$ cat src/rtl/iobus_uart_tx.sv
// iobus_uart_tx: memory-mapped 8N1 UART transmitter with byte FIFO and STATUS readback.
// Define UART_TX_PARITY_EN to insert an even-parity bit after data bit 7 (8E1 frames).
module iobus_uart_tx #(
    parameter logic [31:0] BASE_ADDR    = 32'h1100_0040,
    parameter int          CLKS_PER_BIT = 868,
    parameter int          FIFO_DEPTH   = 8
) (
    input  logic        clk,
    input  logic        rst_n,
    input  logic [31:0] iobus_addr,
    input  logic [31:0] iobus_out,
    input  logic        iobus_wr,
    output logic [31:0] rd_data,
    output logic        rd_hit,
    output logic        tx
);
    localparam int AW = $clog2(FIFO_DEPTH);
    localparam int CW = AW + 1;
    localparam int BW = $clog2(CLKS_PER_BIT);
    localparam logic [BW-1:0] RELOAD = BW'(CLKS_PER_BIT - 1);
    localparam logic [31:0] STAT_ADDR = BASE_ADDR + 32'd4;
`ifdef UART_TX_PARITY_EN
    typedef enum logic [2:0] {IDLE, START, DATA, PARITY, STOP} state_t;
    logic par;
`else
    typedef enum logic [1:0] {IDLE, START, DATA, STOP} state_t;
`endif
    state_t state;
    logic [7:0] mem [FIFO_DEPTH];
    logic [AW-1:0] rd_ptr, wr_ptr;
    logic [CW-1:0] count;
    logic [BW-1:0] baud;
    logic [2:0] bit_idx;
    logic [7:0] shift, head;
    logic ovf, empty, full, data_wr, stat_clr, baud_done, pop, push;
    logic unused_bits;

    assign unused_bits = ^iobus_out[31:8];
    assign empty     = count == '0;
    assign full      = count == CW'(FIFO_DEPTH);
    assign data_wr   = iobus_wr && iobus_addr == BASE_ADDR;
    assign stat_clr  = iobus_wr && iobus_addr == STAT_ADDR && iobus_out[3];
    assign baud_done = baud == '0;
    assign head      = mem[rd_ptr];
    // A pop in the same cycle frees a slot, so a push into a full FIFO still lands.
    assign pop       = !empty && (state == IDLE || (state == STOP && baud_done));
    assign push      = data_wr && (!full || pop);
    assign rd_hit    = iobus_addr == STAT_ADDR;
    assign rd_data   = rd_hit ? {19'd0, 5'(count), 4'd0, ovf, full, empty, state != IDLE} : '0;

    always_ff @(posedge clk) begin
        if (push) mem[wr_ptr] <= iobus_out[7:0];
    end

    always_ff @(posedge clk or negedge rst_n) begin
        if (!rst_n) begin
            rd_ptr <= '0;
            wr_ptr <= '0;
            count  <= '0;
            ovf    <= 1'b0;
        end else begin
            if (push) wr_ptr <= wr_ptr + 1'b1;
            if (pop) rd_ptr <= rd_ptr + 1'b1;
            count <= count + CW'(push) - CW'(pop);
            if (data_wr && full && !pop) ovf <= 1'b1;
            else if (stat_clr) ovf <= 1'b0;
        end
    end

    always_ff @(posedge clk or negedge rst_n) begin
        if (!rst_n) begin
            state   <= IDLE;
            tx      <= 1'b1;
            baud    <= '0;
            bit_idx <= '0;
            shift   <= '0;
`ifdef UART_TX_PARITY_EN
            par     <= 1'b0;
`endif
        end else if (pop) begin
            state   <= START;
            tx      <= 1'b0;
            baud    <= RELOAD;
            bit_idx <= '0;
            shift   <= head;
`ifdef UART_TX_PARITY_EN
            par     <= ^head;
`endif
        end else begin
            case (state)
                IDLE: tx <= 1'b1;
                START: begin
                    baud <= baud_done ? RELOAD : baud - 1'b1;
                    if (baud_done) begin
                        state <= DATA;
                        tx    <= shift[0];
                    end
                end
                DATA: begin
                    baud <= baud_done ? RELOAD : baud - 1'b1;
                    if (baud_done && bit_idx == 3'd7) begin
`ifdef UART_TX_PARITY_EN
                        state <= PARITY;
                        tx    <= par;
`else
                        state <= STOP;
                        tx    <= 1'b1;
`endif
                    end else if (baud_done) begin
                        bit_idx <= bit_idx + 1'b1;
                        shift   <= shift >> 1;
                        tx      <= shift[1];
                    end
                end
`ifdef UART_TX_PARITY_EN
                PARITY: begin
                    baud <= baud_done ? RELOAD : baud - 1'b1;
                    if (baud_done) begin
                        state <= STOP;
                        tx    <= 1'b1;
                    end
                end
`endif
                STOP: begin
                    baud <= baud_done ? RELOAD : baud - 1'b1;
                    if (baud_done) begin
                        state <= IDLE;
                        tx    <= 1'b1;
                    end
                end
                default: begin
                    state <= IDLE;
                    tx    <= 1'b1;
                end
            endcase
        end
    end
endmodule

$ cat config.mk
export PLATFORM = sky130hd
export DESIGN_NAME = iobus_uart_tx
export DESIGN_NICKNAME = d
export VERILOG_FILES = /design/src/rtl/iobus_uart_tx.sv
export SDC_FILE = /design/constraint.sdc
export NUM_CORES = 1
export LEC_CHECK = 0
export BUFFER_PORTS_ARGS = -buffer_cell sky130_fd_sc_hd__buf_4
export CAP_MARGIN = 0
export CORE_MARGIN = 2
export CORE_UTILIZATION = 41
export DETAILED_ROUTE_END_ITERATION = 10
export GPL_ROUTABILITY_DRIVEN = 0
export PLACE_DENSITY = 0.65
export SLEW_MARGIN = 20
export SYNTH_ARGS = -nofsm -noshare
export SYNTH_HDL_FRONTEND = slang
export SYNTH_SLANG_ARGS = --single-unit
export TNS_END_PERCENT = 50
$ cat constraint.sdc
create_clock -name clk -period 6.07 [get_ports clk]
set_clock_uncertainty 0.2 [all_clocks]
set_input_delay 1.214 -clock clk [delete_from_list [all_inputs] [get_ports clk]]
set_output_delay 1.214 -clock clk [all_outputs]
set_load 0.005 [all_outputs]
==> reports/metrics.cfg, run 1 <==
[yosys]
synth_compound_area_frac = 0.0339
ys_seq_elements = 99
synth-xor-area-share = 0.0301
synth_top_area_cell = edfxtp_1
async_reset_ff_frac = 0.354
yosysUniqueCellTypes = 50
yosysWarnings = 0
synth_common_cells = edfxtp_1, dfrtp_1, buf_4
synth_top_family_by_area = multiplexers
ys.flop_type = edfxtp_1
synth_edf_count = 64
syn-instance-count = 319
syn_area_um2 = 4650
synth-seq-area-share = 0.602
synthAdderAreaFrac = 0.0501
syn_area_per_cell_um2 = 14.6
synthTopCellsByArea = edfxtp_1, dfrtp_1, mux4_2
synth.mux.area_fraction = 0.132
synth_top_cell_area_share = 0.413
synthSimpleGateAreaFrac = 0.0883
synth.most_common_cell = edfxtp_1

[clock_network]
cts_buffers = 9
post_cts_buffers = 0
htreeDepth = 3
hold_buffers = 0
cts_tree = done
clk_latency_ns = 0.34
ctsResizeCount = 0
root_buffer = clkbuf_16
cts.sink_count = 99
clockBufferDepth = 2
clk_pin_slew_worst_paths_ns = 0.07

[setup_path]
rr_endpoint = count[2]$_DFF_PN0_
crit_chain = buf_4 -> nor4_1 -> nand4_1 -> nor2_1 -> and2_1 -> and3_1 -> buf_4
rr_worst_depth = 11
slowest_delay_ns = 0.30
path_max_fanout = 6
worstReg2RegStart = baud[0]$_DFFE_PN0P_
worstPathRequired_ns = 4.66
cp_slowest_cell = nor4_1
end_kind = output port
crit_top_cell = buf_4
worstPathArrival_ns = 2.62
critPathTopFamily = simple AND/OR/NAND/NOR gates
start_kind = input port
worst-path-buf-inv = 2
worst-setup-path-type = input port to output port
regToRegSetupSlack_ns = 2.53

[grt]
grt.overflow.total = 0
grt_pass1_wl_um = 13600
grt_max_degree = 36
grt.total_usage = 0.143
grt_pass1_vias = 2670
antenna_found_initial = 0

[power_and_ir_drop]
peakVddDrop_mv = 0.200
p_leak_nw = 2.16
power.density_nw_per_um2 = 239

[final_layout]
areaGrowthSynthToFinish_pct = 16.4
antenna_cells = 0
multi_input_area_um2 = 1650
seq_area_um2 = 2800
layout-drive-gt1-share = 0.258
nets = 463
fin_cells = 523
num-fill-cells = 928

[detailed_routing]
met2RoutedLength_um = 4640
drtPass1Iterations = 4
vias_per_cell = 5.10
drt_iter0_markers = 158
drc = 0
ant_nets = 0
wl_per_cell_um = 16.3
met1_length_um = 3490
vias = 2667
routed_wl_um = 8530
wl_met3_um = 281
top_layer_used = met4

[outcome]
status = finished, final reports clean

[die]
dieArea_um2 = 12200
dieWidth_um = 110
rows = 38
start_util = 0.425
dieHeight_um = 110
core_area_um2 = 10900
ioPinCount = 101

[sta]
slew_headroom = 0.400
rsz0062_at_grt = false
setup_ws_ns = 2.03
tns_ns = 0
fin_crit_sh = 0.665
timing.fmax_ghz = 0.248
finalHoldViolations = 0
min_period_ns = 4.04
setup_viol = 0
whs_ns = 0.322
finalMaxSlewViolations = 0
worst_pin_slew_ns = 0.895

[flow_run]
drv_cap = 0

[min_path]
hp-class = flip-flop to flip-flop
min_from = baud[1]$_DFFE_PN0P_
min_path_cells = 2
holdPathEnd = baud[1]$_DFFE_PN0P_

[placement]
post-place-cells = 507
dp_hpwl_um = 5850
dp_slack_ns = 1.87
port_buffers = 52

## worst min-delay path, delay by kind of cell, from the launching register on
family	cells	cell delay (ns)
AND/OR/NAND/NOR	1	0.07
flip-flops	1	0.34
AO/OA/AOI/OAI	1	0.08
## per-stage QoR
| step | area, um2 | total power (W) | utilization |
|---|---|---|---|
| 6_report | 5410 | 0.00129 | 0.495 |
| 5_1_grt | 5410 | 0.00134 | 0.495 |
| 4_1_cts | 5410 | 0.00131 | 0.495 |
| 3_5_place_dp | 5120 | 0.000769 | 0.468 |
| 3_3_place_gp | 5120 | 0.000767 | 0.468 |
| 2_1_floorplan | 4730 | 0.000749 | - |
## worst max path at each step
stage                        start             endpoint  slack [ns]  cells after the start
floorplan            iobus_addr[7]  mem[1][0]$_DFFE_PP_        2.38                      6
global placement    iobus_addr[15]   count[2]$_DFF_PN0_        1.92                     10
detailed placement   iobus_addr[7]   count[2]$_DFF_PN0_        1.87                     10
CTS                 iobus_addr[15]           rd_data[2]        2.04                      7
global route        iobus_addr[25]           rd_data[2]        1.90                      7
finish              iobus_addr[15]           rd_data[2]        2.03                      7
## metal layers
metal	global-route usage	vias up
li1	-	1267
met1	0.167	1335
met2	0.257	55
met3	0.0346	10
met4	0.0483	0
met5	0	-
## logic make-up after synthesis
| kind of cell | count (synthesis) |
|---|---|
| AO/OA/AOI/OAI | 22 |
| XOR/XNOR | 16 |
| adder cells (fa/ha/maj) | 18 |
| buffers and inverters | 48 |
| AND/OR/NAND/NOR | 74 |
| other | 1 |
| flip-flops | 99 |
| multiplexers | 41 |
## registers in the layout, indices dropped and copies added, names as in the netlist
| name | flops |
|---|---|
| bit_idx | 3 |
| tx | 1 |
| shift | 8 |
| state | 2 |
| baud | 10 |
| wr_ptr | 3 |
| mem | 64 |
| ovf | 1 |
| rd_ptr | 3 |
| count | 4 |
## cells in the final DEF, fill, tap and decap left out, types with 5 or more instances in the layout
cell       count
nor3_1         5
inv_1         13
clkbuf_16      9
conb_1        24
mux4_2        16
nand2_1       15
and3_1         8
xnor2_1        8
buf_4         59
mux2i_1       24
nor4_1         9
edfxtp_1      64
xor2_1         8
ha_1          17
nor2_1        14
dfrtp_1       33
## report_power, final
group	switching (W)	total [W]	internal, W	leakage (nW)
Combinational	0.0000171	0.0000354	0.0000182	1.03
Sequential	0.000000000134	0.000719	0.000719	0.990
Clock	0.000254	0.000538	0.000284	0.130
## layout make-up
type                       instances  share of cell area
tap                              140              0.0324
timing repair buffer              59              0.0818
multi-input combinational        195               0.305
inverter                          14             0.00971
clock inverter                     7              0.0116
clock buffer                       9              0.0416
sequential                        99               0.517
Note: power is estimated with default switching activity, not from simulation.
==> run 2: changes to the inputs <==
--- a/config.mk
+++ b/config.mk
@@ -5,13 +5,14 @@
 export SDC_FILE = /design/constraint.sdc
 export NUM_CORES = 1
 export LEC_CHECK = 0
+export ABC_AREA = 1
 export BUFFER_PORTS_ARGS = -buffer_cell sky130_fd_sc_hd__buf_4
 export CAP_MARGIN = 0
 export CORE_MARGIN = 2
 export CORE_UTILIZATION = 41
 export DETAILED_ROUTE_END_ITERATION = 10
 export GPL_ROUTABILITY_DRIVEN = 0
-export PLACE_DENSITY = 0.65
+export PLACE_DENSITY = 0.67
 export SLEW_MARGIN = 20
 export SYNTH_ARGS = -nofsm -noshare
 export SYNTH_HDL_FRONTEND = slang
==> constraint.sdc (replaced) <==
create_clock -name clk -period 3.23 [get_ports clk]
set_clock_uncertainty 0.2 [all_clocks]
set_input_delay 0.646 -clock clk [delete_from_list [all_inputs] [get_ports clk]]
set_output_delay 0.646 -clock clk [all_outputs]
set_load 0.005 [all_outputs]
==> reports/metrics.cfg, run 2 <==
[final_layout]
areaGrowthSynthToFinish_pct = 16.8  ; was 16.4%
top_register = mem  ; unchanged
mostFrequentLayoutCell = nand2_1  ; was edfxtp_1
num-fill-cells = 1115  ; was 928
antenna_cells = 0  ; unchanged
largest_reg_flops = 64  ; unchanged
nets = 654  ; was 463
biggestRegsByFlops = mem x64, baud x10, shift x8  ; unchanged
multi_input_area_um2 = 1870  ; was 1650 um2
seq_area_um2 = 2800  ; about the same
final_cell_mix = nand2_1, nor2_1, buf_4  ; was edfxtp_1, buf_4, dfrtp_1
fin_cells = 721  ; was 523
layout-drive-gt1-share = 0.193  ; was 0.258

[sta]
min_period_ns = 2.84
timing.fmax_ghz = 0.352
finalMaxSlewViolations = 0  ; unchanged
finalHoldViolations = 0  ; unchanged
setup_viol = 0  ; unchanged
tns_ns = 0  ; unchanged
fin_crit_sh = 0.879
whs_ns = 0.0441  ; was 0.322 ns
rsz0062_at_grt = false  ; unchanged
setup_ws_ns = 0.392  ; was 2.03 ns
slew_headroom = 0.610  ; was 0.400
worst_pin_slew_ns = 0.584  ; was 0.895 ns

[power_and_ir_drop]
power.density_nw_per_um2 = 448  ; was 239 nW/um2
seqPwrFrac = 0.516  ; was 0.556
clkPwrFrac = 0.456  ; was 0.416
combPwrFrac = 0.027  ; about the same
switchingPower_w = 0.000529  ; was 0.000271 W
p_int_w = 0.00209  ; was 0.00102 W
power_w = 0.00261  ; was 0.00129 W
peakVddDrop_mv = 0.477  ; was 0.200 mV
p_leak_nw = 2.50  ; was 2.16 nW
p_sw_frac = 0.202  ; was 0.210

[detailed_routing]
drc = 0  ; unchanged
vias = 3541  ; was 2667
vias_per_cell = 4.91  ; was 5.10
ant_nets = 0  ; unchanged
routed_wl_um = 9830  ; was 8530 um
drt_iter0_markers = 230  ; was 158
drtPass1Iterations = 4  ; unchanged
wl_per_cell_um = 13.6  ; was 16.3 um

[grt]
antenna_found_initial = 0  ; unchanged
grt.total_usage = 0.166  ; was 0.143
grt.overflow.total = 0  ; unchanged
grt_max_degree = 36  ; unchanged
grt_pass1_wl_um = 16800  ; was 13600 um
grt_pass1_vias = 3635  ; was 2670

[outcome]
status = finished, final reports clean  ; unchanged

[placement]
post-place-cells = 705  ; was 507
dp_hpwl_um = 6830  ; was 5850 um
port_buffers = 52  ; unchanged
dp_slack_ns = 0.404  ; was 1.87 ns

[yosys]
synth_common_cells = nand2_1, nor2_1, edfxtp_1  ; was edfxtp_1, dfrtp_1, buf_4
synth_edf_count = 64  ; unchanged
synth-seq-area-share = 0.560  ; was 0.602
synth.most_common_cell = nand2_1  ; was edfxtp_1
async_reset_ff_frac = 0.354  ; unchanged
ys_seq_elements = 99  ; unchanged
syn_area_per_cell_um2 = 9.86  ; was 14.6 um2
ys.flop_type = edfxtp_1  ; unchanged
synthTopCellsByArea = edfxtp_1, dfrtp_1, nand2_1  ; was edfxtp_1, dfrtp_1, mux4_2
yosysWarnings = 0  ; unchanged
synth_top_cell_area_share = 0.385  ; was 0.413
syn-instance-count = 507  ; was 319
synth_top_area_cell = edfxtp_1  ; unchanged
yosysUniqueCellTypes = 37  ; was 50
syn_area_um2 = 5000  ; was 4650 um2

[clock_network]
htreeDepth = 3  ; unchanged
root_buffer = clkbuf_16  ; unchanged
clk_latency_ns = 0.35  ; was 0.34 ns
clk_pin_slew_worst_paths_ns = 0.07  ; about the same
hold_buffers = 0  ; unchanged
cts.sink_count = 99  ; unchanged
cts_buffers = 9  ; unchanged
post_cts_buffers = 0  ; unchanged
clockBufferDepth = 2  ; unchanged
cts_tree = done  ; unchanged
ctsResizeCount = 0  ; unchanged

[setup_path]
worstPathArrival_ns = 2.87  ; was 2.62 ns
crit_chain = inv_1 -> ha_1 -> inv_1 -> nand2_4 -> nand2_8 -> nand2_8 -> nand2_2 -> ha_1 -> inv_1 -> ha_1 -> fa_1 -> xor2_1  ; was buf_4 -> nor4_1 -> nand4_1 -> nor2_1 -> and2_1 -> and3_1 -> buf_4
worstPathRequired_ns = 3.26  ; was 4.66 ns
end_kind = flip-flop  ; was output port
start_kind = flip-flop  ; was input port
slowest_delay_ns = 0.42  ; was 0.30 ns
worst-setup-path-type = flip-flop to flip-flop  ; was input port to output port
cp_slowest_cell = dfrtp_1  ; was nor4_1
path_max_fanout = 27  ; was 6

[die]
dieWidth_um = 114  ; was 110 um
rows = 40  ; was 38
dieArea_um2 = 13100  ; was 12200 um2
dieHeight_um = 114  ; was 110 um
ioPinCount = 101  ; unchanged
core_area_um2 = 12000  ; was 10900 um2
start_util = 0.418  ; was 0.425

[flow_run]
drv_cap = 0  ; unchanged

[min_path]
hp-class = input port to async pin  ; was flip-flop to flip-flop

==> run 2: worst max-delay path: cells and delay by family (launching register included) <==
family / cells / cell delay [ns]
flip-flops: 1 / 0.42
XOR/XNOR: 1 / 0.17
adder cells (fa/ha/maj): 4 / 1.17
AND/OR/NAND/NOR: 4 / 0.45
buffers and inverters: 3 / 0.31
==> run 2: worst paths after layout <==
check | depth (start not counted) | slack, ns | endpoint | from
max | 12 | 0.39 | count[2]$_DFF_PN0_ | state[0]$_DFFE_PN0P_
min | 1 | 0.04 | baud[9]$_DFFE_PN0P_ | rst_n
max reg2reg | 12 | 0.39 | count[2]$_DFF_PN0_ | state[0]$_DFFE_PN0P_
min reg2reg | 2 | 0.30 | tx$_DFFE_PN1P_ | tx$_DFFE_PN1P_
max in group asynchronous | 1 | 2.44 | tx$_DFFE_PN1P_ | rst_n
min in group clk | 2 | 0.30 | tx$_DFFE_PN1P_ | tx$_DFFE_PN1P_
==> run 2: cell type report <==
| cell class | instances | area share |
|---|---|---|
| timing repair buffer | 65 | 0.0836 |
| multi-input combinational | 351 | 0.320 |
| clock buffer | 9 | 0.0386 |
| tap | 147 | 0.0315 |
| inverter | 43 | 0.0277 |
| sequential | 99 | 0.480 |
| clock inverter | 7 | 0.0191 |
==> run 2: kinds of logic after synthesis <==
family,share of synthesized area
AO/OA/AOI/OAI,0.0621
flip-flops,0.560
other,0.000750
adder cells (fa/ha/maj),0.0466
buffers and inverters,0.0839
AND/OR/NAND/NOR,0.229
XOR/XNOR,0.0175
==> run 2: power groups by stage <==
| stage | logic [W] | registers [W] | clock network, W |
|---|---|---|---|
| finish | 0.0000716 | 0.00135 | 0.00119 |
| global route | 0.0000821 | 0.00135 | 0.00127 |
| CTS | 0.0000728 | 0.00135 | 0.00122 |
| detailed placement | 0.0000728 | 0.00138 | 0 |
| global placement | 0.0000702 | 0.00138 | 0 |
| floorplan | 0.0000346 | 0.00138 | 0 |
==> run 2: through the flow <==
step	utilization	cell area (um2)
floorplan	-	5080
global placement	0.460	5500
detailed placement	0.460	5500
CTS	0.488	5830
global route	0.488	5830
finish	0.488	5830
==> run 2: per-layer routing <==
layer,up-vias,share of wire,GRT usage
met1,1677,0.42,0.187
met4,0,0.018,0.0699
met5,-,0,0
li1,1766,-,-
met2,84,0.52,0.298
met3,14,0.043,0.0402
==> run 3: changes to the inputs <==
--- a/config.mk
+++ b/config.mk
@@ -8,11 +8,14 @@
 export ABC_AREA = 1
 export BUFFER_PORTS_ARGS = -buffer_cell sky130_fd_sc_hd__buf_4
 export CAP_MARGIN = 0
+export CELL_PAD_IN_SITES_DETAIL_PLACEMENT = 1
+export CELL_PAD_IN_SITES_GLOBAL_PLACEMENT = 1
 export CORE_MARGIN = 2
-export CORE_UTILIZATION = 41
+export CORE_UTILIZATION = 38
+export CTS_CLUSTER_DIAMETER = 100
 export DETAILED_ROUTE_END_ITERATION = 10
 export GPL_ROUTABILITY_DRIVEN = 0
-export PLACE_DENSITY = 0.67
+export PLACE_DENSITY = 0.78
 export SLEW_MARGIN = 20
 export SYNTH_ARGS = -nofsm -noshare
 export SYNTH_HDL_FRONTEND = slang
==> reports/metrics.cfg, run 3 (same netlist as run 2, synthesis figures left out) <==
[outcome]
status = finished, final reports clean  ; unchanged

[sta]
slew_headroom = 0.638  ; was 0.610
worst_pin_slew_ns = 0.542  ; was 0.584 ns
rsz0062_at_grt = false  ; unchanged
tns_ns = 0  ; unchanged
min_period_ns = 2.84  ; about the same
finalHoldViolations = 0  ; unchanged
setup_viol = 0  ; unchanged
fin_crit_sh = 0.880  ; was 0.879
timing.fmax_ghz = 0.352  ; about the same
finalMaxSlewViolations = 0  ; unchanged

[final_layout]
biggestRegsByFlops = mem x64, baud x10, shift x8  ; unchanged
antenna_cells = 0  ; unchanged
largest_reg_flops = 64  ; unchanged
top_register = mem  ; unchanged
nets = 654  ; unchanged
areaGrowthSynthToFinish_pct = 16.4  ; was 16.8%
multi_input_area_um2 = 1870  ; unchanged
mostFrequentLayoutCell = nand2_1  ; unchanged
num-fill-cells = 1495  ; was 1115
final_cell_mix = nand2_1, nor2_1, buf_4  ; unchanged
seq_area_um2 = 2800  ; unchanged
final_area_um2 = 5820  ; was 5830 um2
layout-drive-gt1-share = 0.192  ; was 0.193

[power_and_ir_drop]
p_leak_nw = 2.48  ; was 2.50 nW
peakVddDrop_mv = 0.280  ; was 0.477 mV
power.density_nw_per_um2 = 425  ; was 448 nW/um2

[clock_network]
cts.sink_count = 99  ; unchanged
root_buffer = clkbuf_16  ; unchanged
cts_buffers = 9  ; unchanged
hold_buffers = 0  ; unchanged
ctsResizeCount = 0  ; unchanged
htreeDepth = 3  ; unchanged
clockBufferDepth = 2  ; unchanged
cts_tree = done  ; unchanged
clk_latency_ns = 0.34  ; was 0.35 ns
clk_pin_slew_worst_paths_ns = 0.07  ; about the same
post_cts_buffers = 0  ; unchanged

[die]
start_util = 0.393  ; was 0.418
dieWidth_um = 119  ; was 114 um
rows = 41  ; was 40
core_area_um2 = 12700  ; was 12000 um2
ioPinCount = 101  ; unchanged
dieHeight_um = 119  ; was 114 um
dieArea_um2 = 14100  ; was 13100 um2

[detailed_routing]
top_layer_used = met4  ; unchanged
met2RoutedLength_um = 5900  ; was 5130 um
ant_nets = 0  ; unchanged
drt_iter0_markers = 152  ; was 230
vias_per_cell = 4.94  ; was 4.91
wl_met3_um = 639  ; was 418 um
wl_per_cell_um = 15.6  ; was 13.6 um
vias = 3682  ; was 3541
met1_length_um = 4880  ; was 4110 um
routed_wl_um = 11600  ; was 9830 um
drtPass1Iterations = 4  ; unchanged
drc = 0  ; unchanged

[setup_path]
crit_chain = inv_1 -> ha_1 -> nand2_1 -> nor2_4 -> nand3_4 -> nand2_4 -> nand2_8 -> nand2_8 -> nand2_2 -> ha_1 -> inv_1 -> ha_1 -> fa_1 -> xor2_1  ; was inv_1 -> ha_1 -> inv_1 -> nand2_4 -> nand2_8 -> nand2_8 -> nand2_2 -> ha_1 -> inv_1 -> ha_1 -> fa_1 -> xor2_1
rr_worst_depth = 14  ; was 12
worstPathRequired_ns = 3.26  ; about the same
worst-setup-path-type = flip-flop to flip-flop  ; unchanged
worstPathArrival_ns = 2.87  ; about the same
start_kind = flip-flop  ; unchanged
path_max_fanout = 27  ; unchanged
end_kind = flip-flop  ; unchanged
crit_top_cell = ha_1
slowest_delay_ns = 0.41  ; was 0.42 ns
cp_slowest_cell = dfrtp_1  ; unchanged

[grt]
antenna_found_initial = 0  ; unchanged
grt.total_usage = 0.173  ; was 0.166
grt_max_degree = 36  ; unchanged
grt_pass1_wl_um = 19300  ; was 16800 um
grt.overflow.total = 0  ; unchanged
grt_pass1_vias = 3873  ; was 3635

[placement]
port_buffers = 52  ; unchanged
dp_hpwl_um = 8210  ; was 6830 um
placed_area_um2 = 5530  ; was 5500 um2

[min_path]
hp-class = input port to async pin  ; unchanged

[flow_run]
drv_cap = 0  ; unchanged

## run 3: cell count changes in the layout (fill, tap and decap cells not counted)
cell / change
clkinv_4: +2
clkbuf_8: +1
inv_8: -2
clkbuf_1: +1
bufinv_16: -2
## run 3: through the flow
step | hold slack, ns | std cells | worst slack (ns) | power (W) | utilization
2_1_floorplan | 0.150 | 530 | 0.561 | 0.00141 | -
3_3_place_gp | 0.291 | 730 | 0.428 | 0.00145 | 0.435
3_5_place_dp | 0.299 | 730 | 0.366 | 0.00145 | 0.435
4_1_cts | 0.0594 | 746 | 0.350 | 0.00250 | 0.457
5_1_grt | 0.0777 | 746 | 0.208 | 0.00256 | 0.457
6_report | 0.0566 | 746 | 0.386 | 0.00248 | 0.457
## run 3: power by group
part | internal [W] | switching (W) | leakage (nW)
clock network | 0.000558 | 0.000494 | 0.143
registers | 0.00135 | 0.000000000213 | 0.990
logic | 0.0000357 | 0.0000377 | 1.34
total | 0.00194 | 0.000531 | 2.48
## run 3: worst max-delay path, delay by kind of cell, from the launching register on
family	cells	cell delay, ns
xor gates and xnor gates	1	0.17
buffers and inverters	2	0.16
adders and majority gates	4	1.01
and+or+nand+nor	7	0.79
DFF	1	0.41
## run 3: metal layers
metal,global-route usage,vias to the layer above
li1,-,1769
met1,0.215,1770
met2,0.298,122
met3,0.0352,21
met4,0.0625,0
met5,0,-
## run 3: worst paths after layout
kind	start	to	slack, ns
max	baud[0]$_DFFE_PN0P_	count[2]$_DFF_PN0_	0.39
min	rst_n	baud[2]$_DFFE_PN0P_	0.06
max reg2reg	baud[0]$_DFFE_PN0P_	count[2]$_DFF_PN0_	0.39
min reg2reg	tx$_DFFE_PN1P_	tx$_DFFE_PN1P_	0.31
max in group asynchronous	rst_n	tx$_DFFE_PN1P_	2.42
min in group clk	tx$_DFFE_PN1P_	tx$_DFFE_PN1P_	0.31
## run 3: cell type report
class / count / area share
clock inverters: 5 / 0.00796
flip-flops and latches: 99 / 0.481
repair buffers: 65 / 0.0839
well taps: 172 / 0.0370
clock buffers: 11 / 0.0417
multi-input cells: 351 / 0.321
inverters: 43 / 0.0277
